--- src/rtl/ibr128_block_ctrl.sv ---
// Block sequencer for the IBR128 encrypt core: captures one block, starts the
// core, waits for a fresh completion (or times out) and holds the result downstream.
module ibr128_block_ctrl #(
    parameter int TIMEOUT_CYCLES = 1024
) (
    input  logic         Clk,
    input  logic         RstN,
    input  logic         in_valid,
    output logic         in_ready,
    input  logic [127:0] in_data,
    input  logic         in_sa,
    input  logic         in_encrypt,
    output logic         encrypt,
    output logic         block_start,
    output logic [127:0] pData,
    output logic         sa,
    input  logic         block_ready,
    input  logic [127:0] eData,
    output logic         out_valid,
    input  logic         out_ready,
    output logic [127:0] out_data,
    output logic         out_err,
    output logic         busy,
    output logic [15:0]  blocks_done
);

    // state | meaning
    // IDLE  | waiting for an upstream block, in_ready high
    // START | one-cycle block_start pulse to the core
    // WAIT  | core running; arm on first low block_ready, then complete or time out
    // HOLD  | result presented until downstream accepts it
    typedef enum logic [1:0] {IDLE, START, WAIT, HOLD} state_t;

    localparam logic [15:0] TLAST = 16'(TIMEOUT_CYCLES - 1);

    state_t      state;
    logic        armed;
    logic [15:0] tcnt;

    always_ff @(posedge Clk or negedge RstN) begin
        if (!RstN) begin
            state       <= IDLE;
            in_ready    <= 1'b1;
            block_start <= 1'b0;
            pData       <= '0;
            sa          <= 1'b0;
            encrypt     <= 1'b0;
            out_valid   <= 1'b0;
            out_data    <= '0;
            out_err     <= 1'b0;
            busy        <= 1'b0;
            blocks_done <= '0;
            armed       <= 1'b0;
            tcnt        <= '0;
        end else begin
            case (state)
                IDLE: begin
                    if (in_valid && in_ready) begin
                        pData       <= in_data;
                        sa          <= in_sa;
                        encrypt     <= in_encrypt;
                        in_ready    <= 1'b0;
                        busy        <= 1'b1;
                        block_start <= 1'b1;
                        state       <= START;
                    end
                end
                START: begin
                    block_start <= 1'b0;
                    armed       <= 1'b0;
                    tcnt        <= '0;
                    state       <= WAIT;
                end
                WAIT: begin
                    // A ready seen before the first low cycle belongs to the previous block.
                    if (armed && block_ready) begin
                        out_data    <= eData;
                        out_err     <= 1'b0;
                        out_valid   <= 1'b1;
                        blocks_done <= blocks_done + 16'd1;
                        state       <= HOLD;
                    end else if (tcnt == TLAST) begin
                        out_data  <= '0;
                        out_err   <= 1'b1;
                        out_valid <= 1'b1;
                        state     <= HOLD;
                    end else begin
                        tcnt <= tcnt + 16'd1;
                        if (!block_ready) begin
                            armed <= 1'b1;
                        end
                    end
                end
                HOLD: begin
                    if (out_ready) begin
                        out_valid <= 1'b0;
                        in_ready  <= 1'b1;
                        busy      <= 1'b0;
                        state     <= IDLE;
                    end
                end
                default: state <= IDLE;
            endcase
        end
    end

endmodule

--- config.mk ---
export PLATFORM = sky130hd
export DESIGN_NAME = ibr128_block_ctrl
export DESIGN_NICKNAME = d
export VERILOG_FILES = /design/src/rtl/ibr128_block_ctrl.sv
export SDC_FILE = /design/constraint.sdc
export NUM_CORES = 1
export LEC_CHECK = 0
export ABC_CLOCK_PERIOD_IN_PS = 2600
export CORE_AREA = 4 4 211 213
export DETAILED_ROUTE_END_ITERATION = 10
export DIE_AREA = 0 0 215 217
export PLACE_DENSITY_LB_ADDON = 0.05
export SLEW_MARGIN = 20
export SYNTH_ARGS = -nofsm -noshare
export SYNTH_HDL_FRONTEND = slang
export SYNTH_SLANG_ARGS = --single-unit
--- constraint.sdc ---
create_clock -name Clk -period 2.6 [get_ports Clk]
set_clock_uncertainty 0.2 [all_clocks]
set_input_delay 0.39 -clock Clk [delete_from_list [all_inputs] [get_ports Clk]]
set_output_delay 0.39 -clock Clk [all_outputs]
set_load 0.03 [all_outputs]
==> results of run 1 <==
==> report_power, final <==
group          leakage [nW]  switching, mW  total (mW)  internal, mW
registers              3.82          0.987        7.50          6.51
logic                  3.87           6.68        11.5          4.80
clock network         0.586           2.05        5.09          3.04
total                  8.28           9.72        24.1          14.4
==> sequential cells by signal, summed over array words and instances, names as in the netlist <==
register	cells
state	2
in_ready	1
blocks_done	16
busy	1
out_valid	1
tcnt	16
sa	1
block_start	1
out_data	128
armed	1
out_err	1
encrypt	1
pData	128
==> through the flow <==
stage / std cells / instance area [sq um] / util / worst slack [ns] / power [mW]
detailed placement: 2097 / 18130 / 0.4246 / 0.2457 / 19.19
finish: 2169 / 19350 / 0.4531 / 0.2089 / 24.07
floorplan: 1043 / 11890 / - / 0.4057 / 13.50
global placement: 2097 / 18130 / 0.4246 / 0.3107 / 19.10
CTS: 2164 / 19330 / 0.4528 / 0.1569 / 24.45
global route: 2166 / 19340 / 0.4529 / 0.1114 / 25.35
==> cell usage in the layout, fill, tap and decap left out, types with 2 or more instances in the layout <==
cell	n
nand3_1	7
nand2_1	276
nand4_1	12
clkbuf_8	6
nor2_1	13
or4_1	2
and4_1	3
clkdlybuf4s50_1	540
clkbuf_16	41
nand3b_1	2
o31a_2	2
nor2b_1	2
diode_2	5
clkbuf_1	12
and2_1	3
a22o_1	3
inv_1	8
buf_4	18
nor3_1	6
a31oi_1	9
buf_12	13
xnor2_1	6
clkinv_2	5
ha_1	6
a21oi_1	6
o211ai_1	2
o21ai_0	136
xor2_1	9
mux2_2	131
and3_4	2
nor4_1	6
dfrtp_1	297
mux2i_1	2
o31ai_1	4
==> timing repair <==
action / in CTS / in global routing
gates resized for setup: 0 / 0
hold buffers: 1 / 0
hold endpoints to repair: 297 / 0
endpoints found under the setup margin: 0 / 0
==> routing by layer <==
| layer | track usage | wire, um | up-vias |
|---|---|---|---|
| met5 | 0 | 55 | - |
| met4 | 0.06785 | 1420 | 8 |
| met3 | 0.08489 | 4630 | 75 |
| met2 | 0.3194 | 22160 | 364 |
| met1 | 0.2324 | 18710 | 4749 |
| li1 | - | - | 4643 |
==> final timing paths <==
path / from / endpoint / slack, ns / depth (start not counted)
worst max-delay path: in_ready / in_ready / 0.21 / 1
worst min-delay path: RstN / pData[67] / 0.14 / 2
worst max register to register: state[0] / tcnt[6] / 0.32 / 7
worst min register to register: busy / busy / 0.30 / 2
max in group asynchronous: RstN / pData[64] / 1.30 / 3
min in group Clk: eData[47] / out_data[47] / 0.20 / 3
==> cell type report <==
| cell class | instances | area share |
|---|---|---|
| Antenna cell | 5 | 0.0006467 |
| Clock buffer | 59 | 0.05963 |
| Clock inverter | 7 | 0.002134 |
| Inverter | 8 | 0.001552 |
| Multi-Input combinational cell | 673 | 0.2141 |
| Sequential cell | 298 | 0.3855 |
| Tap cell | 546 | 0.03531 |
| Timing Repair Buffer | 573 | 0.3011 |
==> kinds of logic (layout without fill, tap and decap cells) <==
logic type                 count (synthesis)  in the layout  synth area share
muxes                                    133            133            0.1257
xor gates and xnor gates                  15             15           0.01105
buffers and inverters                     72            647           0.02651
AOI/OAI and AO/OA                        172            172           0.07922
DFF                                      298            298            0.6271
adders and majority gates                  6              6          0.006312
and+or+nand+nor                          347            347            0.1240
other                                      0              5                 0
==> results.yml, run 1 <==
sta:
  report.final.slew_viol_count: 0
  slew_headroom: 0.6138
  hold_ws_ns: 0.1362
  min_period_over_period: 0.9196
  setup_viol: 0
  fmax_mhz: 418.2
  final-hold-violation-count: 0
  tns_ns: 0
  rsz0062_at_grt: "false"
  worst_pin_slew_ns: 0.5775
  period_minus_slack_ns: 2.391
placement:
  numPortBuffers: 541
  dp_hpwl_um: 35120
  place_congestion: 0.8092
logic_synthesis:
  synth_top_cell_by_area: "dfrtp_1"
  synth_cell_types: 53
  synth.yosys.seq_area_share: 0.6271
  ys.flop_type: "dfrtp_1"
  synthesis.area_sq_um: 11890
  synth.most_common_cell: "dfrtp_1"
  synthArstFlopShare: 1.000
  synth_seq_cells: 298
  yosysWarnings: 0
  synth_top_area_frac: 0.6249
  synth-edff-count: 0
  synth_area_leaders: "dfrtp_1 62%, mux2_2 12%, nand2_1 8.7%, o21ai_0 5.7%, clkbuf_1 1.2%"
  syn_avg_cell_area_sq_um: 11.40
  synth_cells: 1043
  synth_common_cells: "297 x dfrtp_1, 276 x nand2_1, 136 x o21ai_0"
  syn-num-nets: 1312
critical_path:
  path_class: "flip-flop to output pin"
  required_ns: 2.01
  crit_path_start_kind: "flip-flop"
  crit_family: "buffers and inverters"
  arrival_ns: 1.80
  max_stage_delay_ns: 0.70
  slowest_stage: "clkdlybuf4s50_1"
  critPathBufInv: 1
  crit_fanout: 5
  cp-end-kind: "output pin"
  path_cells: "clkdlybuf4s50_1"
grt:
  overflow: 0
  grt_pass1_wl_um: 69430
  grt_max_degree: 74
  first_global_vias: 10210
  gr-usage-all-layers: 0.1957
  antenna_found_initial: 8
cts:
  clkSinkCount: 298
  insertion_delay_ns: 0.53
  clk_pin_slew_ns: 0.06
  tritoncts: "built"
  post_cts_buffers: 0
  htree_levels: 2
  cts_buffers: 39
  cts_buffer_depth: 3
  cts_root_buf: "clkbuf_16"
die:
  rows: 76
  die-width_um: 215
  die_y_um: 217
  core_sq_um: 42700
  die-area_sq_um: 46660
  num_io_pins: 542
  initial_core_util: 0.2785
finish:
  area_delta_synth_final_pct: 62.67
  drive_gt1_frac: 0.1415
  n_fill_cell: 4051
  ff_latch_area_sq_um: 7458
  final_nets: 1862
  multi_input_area_sq_um: 4141
detailed_routing:
  vias: 9839
  avgViaCountPerCell: 4.536
  wl_um: 46970
  wire_per_inst_um: 21.66
  drc_errors: 0
  drt_iter0_drc: 399
  dr.pass1.iters: 4
  ant_nets: 0
status:
  run_status: "finished, final reports clean"
power:
  p_leak_nw: 8.276
  ir_drop_mv: 0.7426
  power_density_nw_per_um2: 1244
flow_run:
  drv_cap: 0
hold_path:
  hold_path.class: "input port to asynchronous set/reset pin"
No activity file was read; power rests on OpenSTA's default activity.
==> run 2: changes to the inputs <==
--- a/config.mk
+++ b/config.mk
@@ -6,11 +6,13 @@
 export NUM_CORES = 1
 export LEC_CHECK = 0
 export ABC_CLOCK_PERIOD_IN_PS = 2600
-export CORE_AREA = 4 4 211 213
+export CORE_AREA = 4 4 206 208
+export CTS_CLUSTER_SIZE = 24
 export DETAILED_ROUTE_END_ITERATION = 10
-export DIE_AREA = 0 0 215 217
+export DIE_AREA = 0 0 210 212
 export PLACE_DENSITY_LB_ADDON = 0.05
 export SLEW_MARGIN = 20
 export SYNTH_ARGS = -nofsm -noshare
 export SYNTH_HDL_FRONTEND = slang
 export SYNTH_SLANG_ARGS = --single-unit
+export TNS_END_PERCENT = 5
==> run 2 against run 1 <==
  * Global-route usage barely moved
  * Largest cell class unchanged
  * Setup slack improved by 0.023 ns
  * Design area fell by 0.16%
  * Highest routed layer unchanged
  * Non-clock buffer count fell by 6
  * Critical endpoint unchanged
  * Total power fell by 0.29%
  * Sequential power barely moved
  * Critical path depth did not move
  * Via count rose by 0.50%
==> results.yml, run 2 (same netlist as run 1, synthesis figures left out) <==
status:
  run_status: "finished, final reports clean"
cts:
  clk_pin_slew_ns: 0.05
  tritoncts: "built"
  insertion_delay_ns: 0.54
  cts_root_buf: "clkbuf_16"
  cts_buffer_depth: 3
  clkSinkCount: 298
  post_cts_buffers: 0
  htree_levels: 2
  cts_buffers: 37
critical_path:
  r2r_setup_slack_ns: 0.36
  path_class: "flip-flop to output pin"
  slowest_stage: "clkdlybuf4s50_1"
  required_ns: 2.01
  r2r_end: "out_data[103]"
  crit_path_start_kind: "flip-flop"
  critPathBufInv: 1
  cp-end-kind: "output pin"
  crit_family: "buffers and inverters"
  worstRegToRegCells: 5
  max_stage_delay_ns: 0.69
  crit_fanout: 5
  arrival_ns: 1.78
  r2r-start: "tcnt[0]"
  cp.depth: 1
  path_cells: "clkdlybuf4s50_1"
die:
  die-area_sq_um: 44520
  die_y_um: 212
  rows: 74
  core_sq_um: 40550
  initial_core_util: 0.2933
  num_io_pins: 542
  die-width_um: 210
sta:
  min_period_over_period: 0.9108
  tns_ns: 0
  rsz0062_at_grt: "false"
  period_minus_slack_ns: 2.368
  worst_pin_slew_ns: 0.7470
  setup_viol: 0
  fmax_mhz: 422.3
  report.final.slew_viol_count: 0
  final-hold-violation-count: 0
  slew_headroom: 0.5020
placement:
  place_inst: 2077
  dp_hpwl_um: 33620
  place_congestion: 0.7928
  numPortBuffers: 541
  place_area_sq_um: 18070
finish:
  final_util: 0.4763
  final_nets: 1854
  area_delta_synth_final_pct: 62.41
  drive_gt1_frac: 0.1416
  ff_latch_area_sq_um: 7458
  final_cells: 2145
  most-common-layout-cells: "540 x clkdlybuf4s50_1, 297 x dfrtp_1, 276 x nand2_1"
  top_regs: "out_data (128), pData (128)"
  n_fill_cell: 3859
  final_cell_area_sq_um: 19310
  mostFrequentLayoutCell: "clkdlybuf4s50_1"
  multi_input_area_sq_um: 4141
grt:
  gr-usage-all-layers: 0.1961
  antenna_found_initial: 8
  overflow: 0
  first_global_vias: 9961
  grt_pass1_wl_um: 66450
  grt_max_degree: 131
detailed_routing:
  vias: 9888
  wire_per_inst_um: 21.25
  drc_errors: 0
  ant_nets: 0
  drt_iter0_drc: 460
  avgViaCountPerCell: 4.610
  dr.pass1.iters: 4
  wl_um: 45590
power:
  ir_drop_mv: 0.5687
  power_density_nw_per_um2: 1243
  total_power_mw: 24.00
  p_leak_nw: 8.273
hold_path:
  hold_path.class: "input port to asynchronous set/reset pin"
flow_run:
  drv_cap: 0
[run 2: changes by cell type in the layout (fill, tap and decap cells not counted), sizes merged]
cell and change:
buf -6, clkbuf -3, diode -2, bufinv +1
clkinv -1, inv +1
[run 2: worst reg2reg max path, delay by kind of cell, from the launching register on]
kind / cells / cell delay, ns
AND/OR/NAND/NOR: 2 / 0.74
flip-flops: 1 / 0.42
adder cells (fa/ha/maj): 1 / 0.28
buffers and inverters: 1 / 0.27
AO/OA/AOI/OAI: 1 / 0.20
[run 2: how the worst max path moves through the flow]
| stage | startpoint | endpoint | slack, ns |
|---|---|---|---|
| 6_report | in_ready | in_ready | 0.23 |
| 3_5_place_dp | block_ready | tcnt[10] | 0.32 |
| 4_1_cts | in_ready | in_ready | 0.18 |
| 5_1_grt | state[0] | tcnt[9] | 0.11 |
| 2_1_floorplan | state[0] | tcnt[15] | 0.41 |
| 3_3_place_gp | block_ready | blocks_done[14] | 0.33 |
[run 2: final cells by class]
cell class / count / area share
multi-input cells: 673 / 0.2144
clock inverters: 8 / 0.003692
diodes: 3 / 0.0003887
repair buffers: 567 / 0.2993
inverters: 8 / 0.001555
well taps: 532 / 0.03446
flip-flops and latches: 298 / 0.3861
clock buffers: 56 / 0.06005
[run 2: layer usage]
layer / vias up / share of wire / global-route usage
met5: - / 0.0018 / 0
met4: 10 / 0.023 / 0.04815
met3: 63 / 0.091 / 0.08322
met2: 370 / 0.49 / 0.3300
met1: 4813 / 0.39 / 0.2345
li1: 4632 / - / -
[run 2: power breakdown]
part | leakage (nW) | switching, mW | total, mW | internal (mW)
clock | 0.611 | 2.01 | 5.18 | 3.17
combinational | 3.84 | 6.57 | 11.3 | 4.75
sequential | 3.82 | 0.984 | 7.50 | 6.51
[run 2: timing repair]
item                      4_1_cts  5_1_grt
gates resized for setup         0        0
hold endpoints to repair      138        0
hold buffers                    1        0
[run 2: per-stage QoR]
step           hold slack (ns)  setup slack (ns)
5_1_grt                 0.1767            0.1087
3_5_place_dp            0.1640            0.3169
4_1_cts                 0.1643            0.1781
6_report                0.1893            0.2320
3_3_place_gp            0.1668            0.3315
2_1_floorplan          -0.1056            0.4057
==> run 3: changes to the inputs <==
--- a/config.mk
+++ b/config.mk
@@ -5,7 +5,7 @@
 export SDC_FILE = /design/constraint.sdc
 export NUM_CORES = 1
 export LEC_CHECK = 0
-export ABC_CLOCK_PERIOD_IN_PS = 2600
+export ABC_CLOCK_PERIOD_IN_PS = 2560
 export CORE_AREA = 4 4 206 208
 export CTS_CLUSTER_SIZE = 24
 export DETAILED_ROUTE_END_ITERATION = 10
==> constraint.sdc (replaced) <==
create_clock -name Clk -period 2.56 [get_ports Clk]
set_clock_uncertainty 0.2 [all_clocks]
set_input_delay 0.384 -clock Clk [delete_from_list [all_inputs] [get_ports Clk]]
set_output_delay 0.384 -clock Clk [all_outputs]
set_load 0.03 [all_outputs]
==> run 3 against run 2 <==
  * Design area down 0.47%
  * Setup slack worse by 0.055 ns
  * Count of clock-buffer cells in the layout shrank 5
  * Die area did not move
  * Sequential power increased by 1%
  * Utilization down 0.22 points
  * Clock power fell by 4.2%
  * Final cell count stayed put
  * First-iteration DRC count decreased by 13%
  * Global-route usage up 0.18 points
  * Sequential cell count did not move
  * Critical endpoint unchanged
  * Largest cell class unchanged
  * Largest power group unchanged
==> results.yml, run 3 (same netlist as run 1, synthesis figures left out) <==
status:
  run_status: "finished, final reports clean"
detailed_routing:
  avgViaCountPerCell: 4.579
  drc_errors: 0
  wire_per_inst_um: 21.42
  ant_nets: 0
  vias: 9821
  wl_um: 45950
  drt_iter0_drc: 401
  dr.pass1.iters: 7
critical_path:
  path_cells: "clkdlybuf4s50_1"
  r2r_end: "out_data[90]"
  r2r_setup_slack_ns: 0.32
  worstRegToRegCells: 5
  crit_path_start_kind: "flip-flop"
  cp-endpoint: "in_ready"
  cp-end-kind: "output pin"
  critPathBufInv: 1
  cp.depth: 1
  path_class: "flip-flop to output pin"
  crit_start: "in_ready"
  slowest_stage: "clkdlybuf4s50_1"
  r2r-start: "tcnt[0]"
  max_stage_delay_ns: 0.71
  required_ns: 1.98
  arrival_ns: 1.80
  crit_fanout: 5
  crit_family: "buffers and inverters"
grt:
  overflow: 0
  antenna_found_initial: 7
  first_global_vias: 9905
  gr-usage-all-layers: 0.1980
  grt_max_degree: 131
  grt_pass1_wl_um: 67140
sta:
  fmax_mhz: 419.6
  worst_pin_slew_ns: 0.7983
  rsz0062_at_grt: "false"
  fin_ws_ns: 0.1769
  tns_ns: 0
  final-hold-violation-count: 0
  period_minus_slack_ns: 2.383
  setup_viol: 0
  min_period_over_period: 0.9309
  slew_headroom: 0.4678
  hold_ws_ns: 0.1805
  report.final.slew_viol_count: 0
die:
  die-width_um: 210
  core_sq_um: 40550
  initial_core_util: 0.2933
  die_y_um: 212
  rows: 74
  num_io_pins: 542
  die-area_sq_um: 44520
power:
  power_density_nw_per_um2: 1255
  p_leak_nw: 8.230
  ir_drop_mv: 0.5956
placement:
  pre_cts_slack_ns: 0.2510
  place_area_sq_um: 18080
  dp_hpwl_um: 34090
  place_congestion: 0.7949
  numPortBuffers: 541
finish:
  final_cell_area_sq_um: 19220
  top_regs: "out_data (128), pData (128)"
  drive_gt1_frac: 0.1398
  final_nets: 1856
  area_delta_synth_final_pct: 61.65
  final_util: 0.4741
  n_fill_cell: 3811
  mostFrequentLayoutCell: "clkdlybuf4s50_1"
  most-common-layout-cells: "540 x clkdlybuf4s50_1, 297 x dfrtp_1, 276 x nand2_1"
cts:
  cts_buffers: 36
  tritoncts: "built"
  insertion_delay_ns: 0.54
  clk_pin_slew_ns: 0.06
  cts_root_buf: "clkbuf_16"
  htree_levels: 2
  cts_buffer_depth: 3
  clkSinkCount: 298
  post_cts_resized: 0
flow_run:
  drv_cap: 0
hold_path:
  hold_path.class: "input port to asynchronous set/reset pin"
## run 3: cell types whose count changed in the layout (fill, tap and decap cells not counted)
cell	change
clkbuf_8	-5
buf_4	+4
clkbuf_1	+2
clkbuf_16	-2
buf_12	-1
diode_2	+1
inv_6	+1
## run 3: layout make-up
cell class | instances | area (sq um) | share of cell area
well taps | 532 | 665.6 | 0.03462
diodes | 4 | 10.01 | 0.0005207
repair buffers | 570 | 5791 | 0.3012
clock inverters | 9 | 80.08 | 0.004165
flip-flops and latches | 298 | 7458 | 0.3880
clock buffers | 51 | 1049 | 0.05454
inverters | 8 | 30.03 | 0.001562
multi-input cells | 673 | 4141 | 0.2154
## run 3: worst min-delay path by stage
stage	slack (ns)	to	depth (start not counted)
floorplan	-0.11	armed	0
global route	0.18	out_data[8]	3
global placement	0.19	pData[66]	1
CTS	0.16	out_data[1]	3
finish	0.18	pData[104]	2
detailed placement	0.18	pData[66]	1
## run 3: timing repair
| item | in CTS | in global routing |
|---|---|---|
| buffers inserted | 0 | 0 |
| hold endpoints to repair | 51 | 0 |
| endpoints found under the setup margin | 0 | 0 |
| hold buffers | 1 | 0 |
## run 3: power breakdown
| part | switching, mW | internal (mW) |
|---|---|---|
| clock | 2.02 | 2.94 |
| combinational | 6.70 | 4.85 |
| sequential | 0.997 | 6.61 |
## run 3: layer usage
| layer | track usage | part of all wire |
|---|---|---|
| met5 | 0 | 0.00087 |
| met4 | 0.07898 | 0.035 |
| met3 | 0.07422 | 0.087 |
| met2 | 0.3247 | 0.48 |
| met1 | 0.2373 | 0.40 |
## run 3: per-stage QoR
step,cells,total power [mW]
after global placement,2080,19.30
after CTS,2141,24.53
after floorplan,1043,13.72
after detailed placement,2080,19.40
after global routing,2144,25.45
final,2145,24.13
==> RTL edit 1 (settings of run 2) <==
Re-encode `state_t` (4 states) as one-hot, 4 bits wide.
--- a/src/rtl/ibr128_block_ctrl.sv
+++ b/src/rtl/ibr128_block_ctrl.sv
@@ -29,7 +29,7 @@
     // START | one-cycle block_start pulse to the core
     // WAIT  | core running; arm on first low block_ready, then complete or time out
     // HOLD  | result presented until downstream accepts it
-    typedef enum logic [1:0] {IDLE, START, WAIT, HOLD} state_t;
+    typedef enum logic [3:0] {IDLE = 4'b0001, START = 4'b0010, WAIT = 4'b0100, HOLD = 4'b1000} state_t;
 
     localparam logic [15:0] TLAST = 16'(TIMEOUT_CYCLES - 1);
 
Function: no difference found for any inputs over 4 cycles, from zero or initial values and one cycle with RstN low; so few cycles prove little.
==> RTL edit 1 against run 2 <==
  * Global-route usage decreased by 0.86 points
  * First-iteration DRC count increased by 8.7%
  * Register-to-register slack got worse by 0.17 ns
  * Sequential share of layout area increased by 1.2 points
  * Cell area decreased by 2.4%
  * Critical endpoint is now out_data[56]
  * Maximum frequency decreased by 1.6%
  * Non-clock buffer count increased by 8
  * Count of clock-buffer cells in the layout decreased by 8
  * Worst setup slack got worse by 0.039 ns
  * Routed wire length decreased by 4.9%
  * Sequential cell count increased by 2
  * Via count decreased by 1.5%
  * Synthesized area decreased by 5.2%
Power is not compared: it rests on default switching activity, and its combinational part moved more than twofold at a synthesized area within 25%.
==> RTL edit 1: results (changes against run 2) <==
The run finished with clean final reports. The type of the setup path with the least slack is flop to flop. The post-synthesis mux area share was 0.09984% (-12 points). The number of design-rule violations left by the first detailed-router iteration came out at 500 (+8.7%).

The total global-route track usage is 18.76% (-0.86 points). The tools report the post-place instance area as 17600 sq um (-2.6%). The met1 track demand over resource in global routing is 23.13% (-0.32 points), and the routed length per placed instance is 20.12 um (-5.3%). The final RePlAce weighted congestion is 0.8054 (+1.6%).

The post-synth net total is 1303 (-0.69%). In this run the critical register-to-register path is launched from state[1]. The tools report the signal arrival time at the worst endpoint as 2.68 ns (+0.90 ns). The end of the worst register-to-register path is out_data[56]. The fraction of synthesized cell area in xor and xnor cells is 1.165% (+0.060 points). The worst hold slack is 0.1507 ns (-0.03862 ns), and the transition time at the pin with the least slew margin is 0.6285 ns (-0.1185 ns). Post-synthesis compound-gate area fraction: 12.33% (+4.4 points).

By area the synthesized netlist is led by dfrtp_1, nand2_1, a22o_1. The tools report the worst slack at placement as 0.2159 ns (-0.1010 ns). The run gives 8.558% (+0.24 points) as the global-route track usage on met3. The tools report the cell count after synthesis as 1038 (-0.48%). The tools report the maximum number of pins on one net before global-route repair as 116 (-11%). Total iterations of the first detailed-routing run: 5 (+1). The post-layout net count is 1858 (+0.22%), and the first-pass GRT wire length is 64.55 mm (-2.9%). The logs give 66.59% (+3.9 points) for the sequential fraction of the synthesis area and 2084 (+0.34%) for the total placed cells including tap cells.

The share of cells above drive strength 1 came out at 6.308% (-7.9 points). The commonest cells after synthesis are nand2_1, dfrtp_1, a22o_1. Largest fanout of any net on the critical path: 64 (+59).

The logs give 9 (+1) for the number of antenna violations at the first check in global routing and 9735 (-1.5%) for the total number of vias. The run gives 29.91% (-3.1 points) as the met2 demand-to-capacity share in global routing. The number of buffers added by the clock tree synthesis step was 38 (+2.7%); the arithmetic-cell share of the synthesized area counting full adders, half adders and majority gates was 0.2219% (-0.41 points). The number of global-route vias before repair was 10060 (+1.0%); the worst reg2reg path depth was 5 (unchanged). The detailed placement HPWL is 31.58 mm (-6.1%).
-- RTL edit 1: worst max path at each step --
stage / end / slack (ns) / cells after the start
5_1_grt: out_data[99] / 0.08 / 5
3_3_place_gp: out_data[59] / 0.26 / 5
4_1_cts: in_ready / 0.18 / 1
3_5_place_dp: out_data[80] / 0.22 / 5
2_1_floorplan: blocks_done[14] / 0.32 / 6
6_report: out_data[56] / 0.19 / 5
-- RTL edit 1: repair_timing --
action	4_1_cts	5_1_grt
endpoints found under the hold margin	254	0
setup buffers	0	0
resized for setup	0	0
hold buffers	1	0
-- RTL edit 1: cell type report --
| type | instances | area (sq um) |
|---|---|---|
| multi-input cells | 672 | 3520 |
| inverters | 6 | 25.02 |
| fillers | 3803 | 21690 |
| well taps | 532 | 665.6 |
| clock inverters | 16 | 196.4 |
| diodes | 5 | 12.51 |
| clock buffers | 48 | 1040 |
| flip-flops and latches | 300 | 7510 |
| repair buffers | 575 | 5891 |
-- RTL edit 1: power by group --
part           switching [mW]  leakage [nW]  internal [mW]
Clock                    2.04         0.607           3.22
Combinational           0.158          4.06          0.366
Sequential                  0          4.16           4.67
Total                    2.19          8.83           8.26
-- RTL edit 1: logic make-up after synthesis --
kind of cell,count (synthesis)
buffers and inverters,66
DFF,300
xor gates and xnor gates,15
and+or+nand+nor,480
AOI/OAI and AO/OA,174
muxes,1
adders and majority gates,2
-- RTL edit 1: per-layer routing --
metal / routed length (um) / vias up
li1: - / 4597
met1: 17440 / 4686
met2: 20160 / 388
met3: 4794 / 56
met4: 892 / 8
met5: 55 / -
-- RTL edit 1: worst max-delay path, cell delays in order, from the launching register on --
cell and delay, ns:
dfrtp_1 0.38, or4b_1 0.68, nor2_4 0.22, buf_12 0.32
buf_12 0.29, a22o_1 0.19
==> RTL edit 2 (config.mk and constraints of run 2) <==
Made on the original files. `TIMEOUT_CYCLES`: 1024 -> 512.
--- a/src/rtl/ibr128_block_ctrl.sv
+++ b/src/rtl/ibr128_block_ctrl.sv
@@ -1,7 +1,7 @@
 // Block sequencer for the IBR128 encrypt core: captures one block, starts the
 // core, waits for a fresh completion (or times out) and holds the result downstream.
 module ibr128_block_ctrl #(
-    parameter int TIMEOUT_CYCLES = 1024
+    parameter int TIMEOUT_CYCLES = 512
 ) (
     input  logic         Clk,
     input  logic         RstN,
Function: no difference found for any inputs over 4 cycles, from zero or initial values and one cycle with RstN low; that may be too few to reach the edited logic, so the function may still have changed.
==> RTL edit 2 against run 2 <==
  * Clock power fell by 8.1%
  * Routed wire length increased by 1.4%
  * Worst setup slack got worse by 0.015 ns
  * Synthesized area barely moved
  * Sequential cell count is the same
  * Power is 1.2% lower
  * Register-to-register slack got worse by 0.07 ns
  * Cell area decreased by 0.40%
  * Sequential power barely moved
  * First-iteration DRC count is 17% lower
  * Critical path type unchanged
  * Critical endpoint unchanged
==> RTL edit 2: results (changes against run 2) <==
Sorting the synthesized cells by area gives the leading types as dfrtp_1, mux2_2, nand2_1. The tools report the reported leakage power as 8.176 nW (-1.2%). The multi-input logic portion of the cell area is 21.47% (+0.028 points).

The filler cell count is 3780 (-2.0%). Sequential share of cell area: 38.77% (+0.16 points). By count the netlist is led by dfrtp_1, nand2_1, o21ai_0.

The logs give 18.73 mm (+4.5%) for the met1 routed wirelength after detailed routing and 62.72% (about the same) for the sequential fraction of the synthesis area. The detailed-route vias per instance was 4.583 (-0.57%); the number of design-rule violations left by the first detailed-router iteration was 384 (-17%). Final non-filler cell total: 2146 (+0.047%). The run gives 4.76 mW (-8.1%) as the clock group total power.

The logs give 10220 (+2.6%) for the number of global-route vias before repair and 48 (-14%) for the count of clock buffers in the final design. The cell count after synthesis was 1046 (+0.29%). The run finished with clean final reports. For the first-pass GRT wire length, the log shows 67.81 mm (+2.0%). The run gives 0.6155 mV (+8.2%) as the peak supply drop.

The total global-route track usage was 20.05% (+0.43 points). The number of combinational gates with multiple inputs was 672 (-0.15%). Non-clock buffer total of the final layout: 572 (+0.88%). The detailed placement HPWL came out at 34.96 mm (+4.0%). For the layout sequential cell count, the log shows 298 (unchanged).

The post-synthesis cell type count was 45 (-15%); the post-layout net count was 1858 (+0.22%).
[RTL edit 2: changes by cell type in the layout (fill, tap and decap cells not counted), sizes merged, moves of 6 or more]
cell	change
xor2	-8
clkbuf	-8
and3	+6
nand3	+7
diode	+6
xnor2	+8
[RTL edit 2: per-layer routing]
metal	vias up	global-route usage (%)
met5	-	0
met4	6	6.233
met3	54	6.935
met2	330	33.60
met1	4801	24.54
li1	4645	-
[RTL edit 2: metrics by stage]
step | power [mW] | worst slack [ns] | cell area (sq um)
after floorplan | 13.49 | 0.4535 | 11890
after global placement | 19.07 | 0.3422 | 18120
after detailed placement | 19.19 | 0.2634 | 18120
after CTS | 24.11 | 0.1591 | 19210
after global routing | 24.97 | 0.1192 | 19230
final | 23.70 | 0.2167 | 19240
[RTL edit 2: final timing paths]
path	from	endpoint	slack, ns	depth (start not counted)
setup / recovery	in_ready	in_ready	0.22	1
max in group asynchronous	RstN	out_data[2]	1.28	3
hold reg to reg	blocks_done[15]	blocks_done[15]	0.28	1
min in group Clk	eData[126]	out_data[126]	0.21	3
hold / removal	RstN	pData[82]	0.19	2
setup reg to reg	state[0]	tcnt[12]	0.29	7
[RTL edit 2: cells by family (layout without fill, tap and decap cells)]
kind of cell | Yosys count | in the layout | synth area share [%]
and+or+nand+nor | 338 | 338 | 11.91
DFF | 298 | 298 | 62.72
AOI/OAI and AO/OA | 181 | 181 | 8.386
muxes | 132 | 132 | 12.49
buffers and inverters | 76 | 635 | 2.757
xor gates and xnor gates | 15 | 15 | 1.105
adders and majority gates | 6 | 6 | 0.6313
other | 0 | 9 | 0
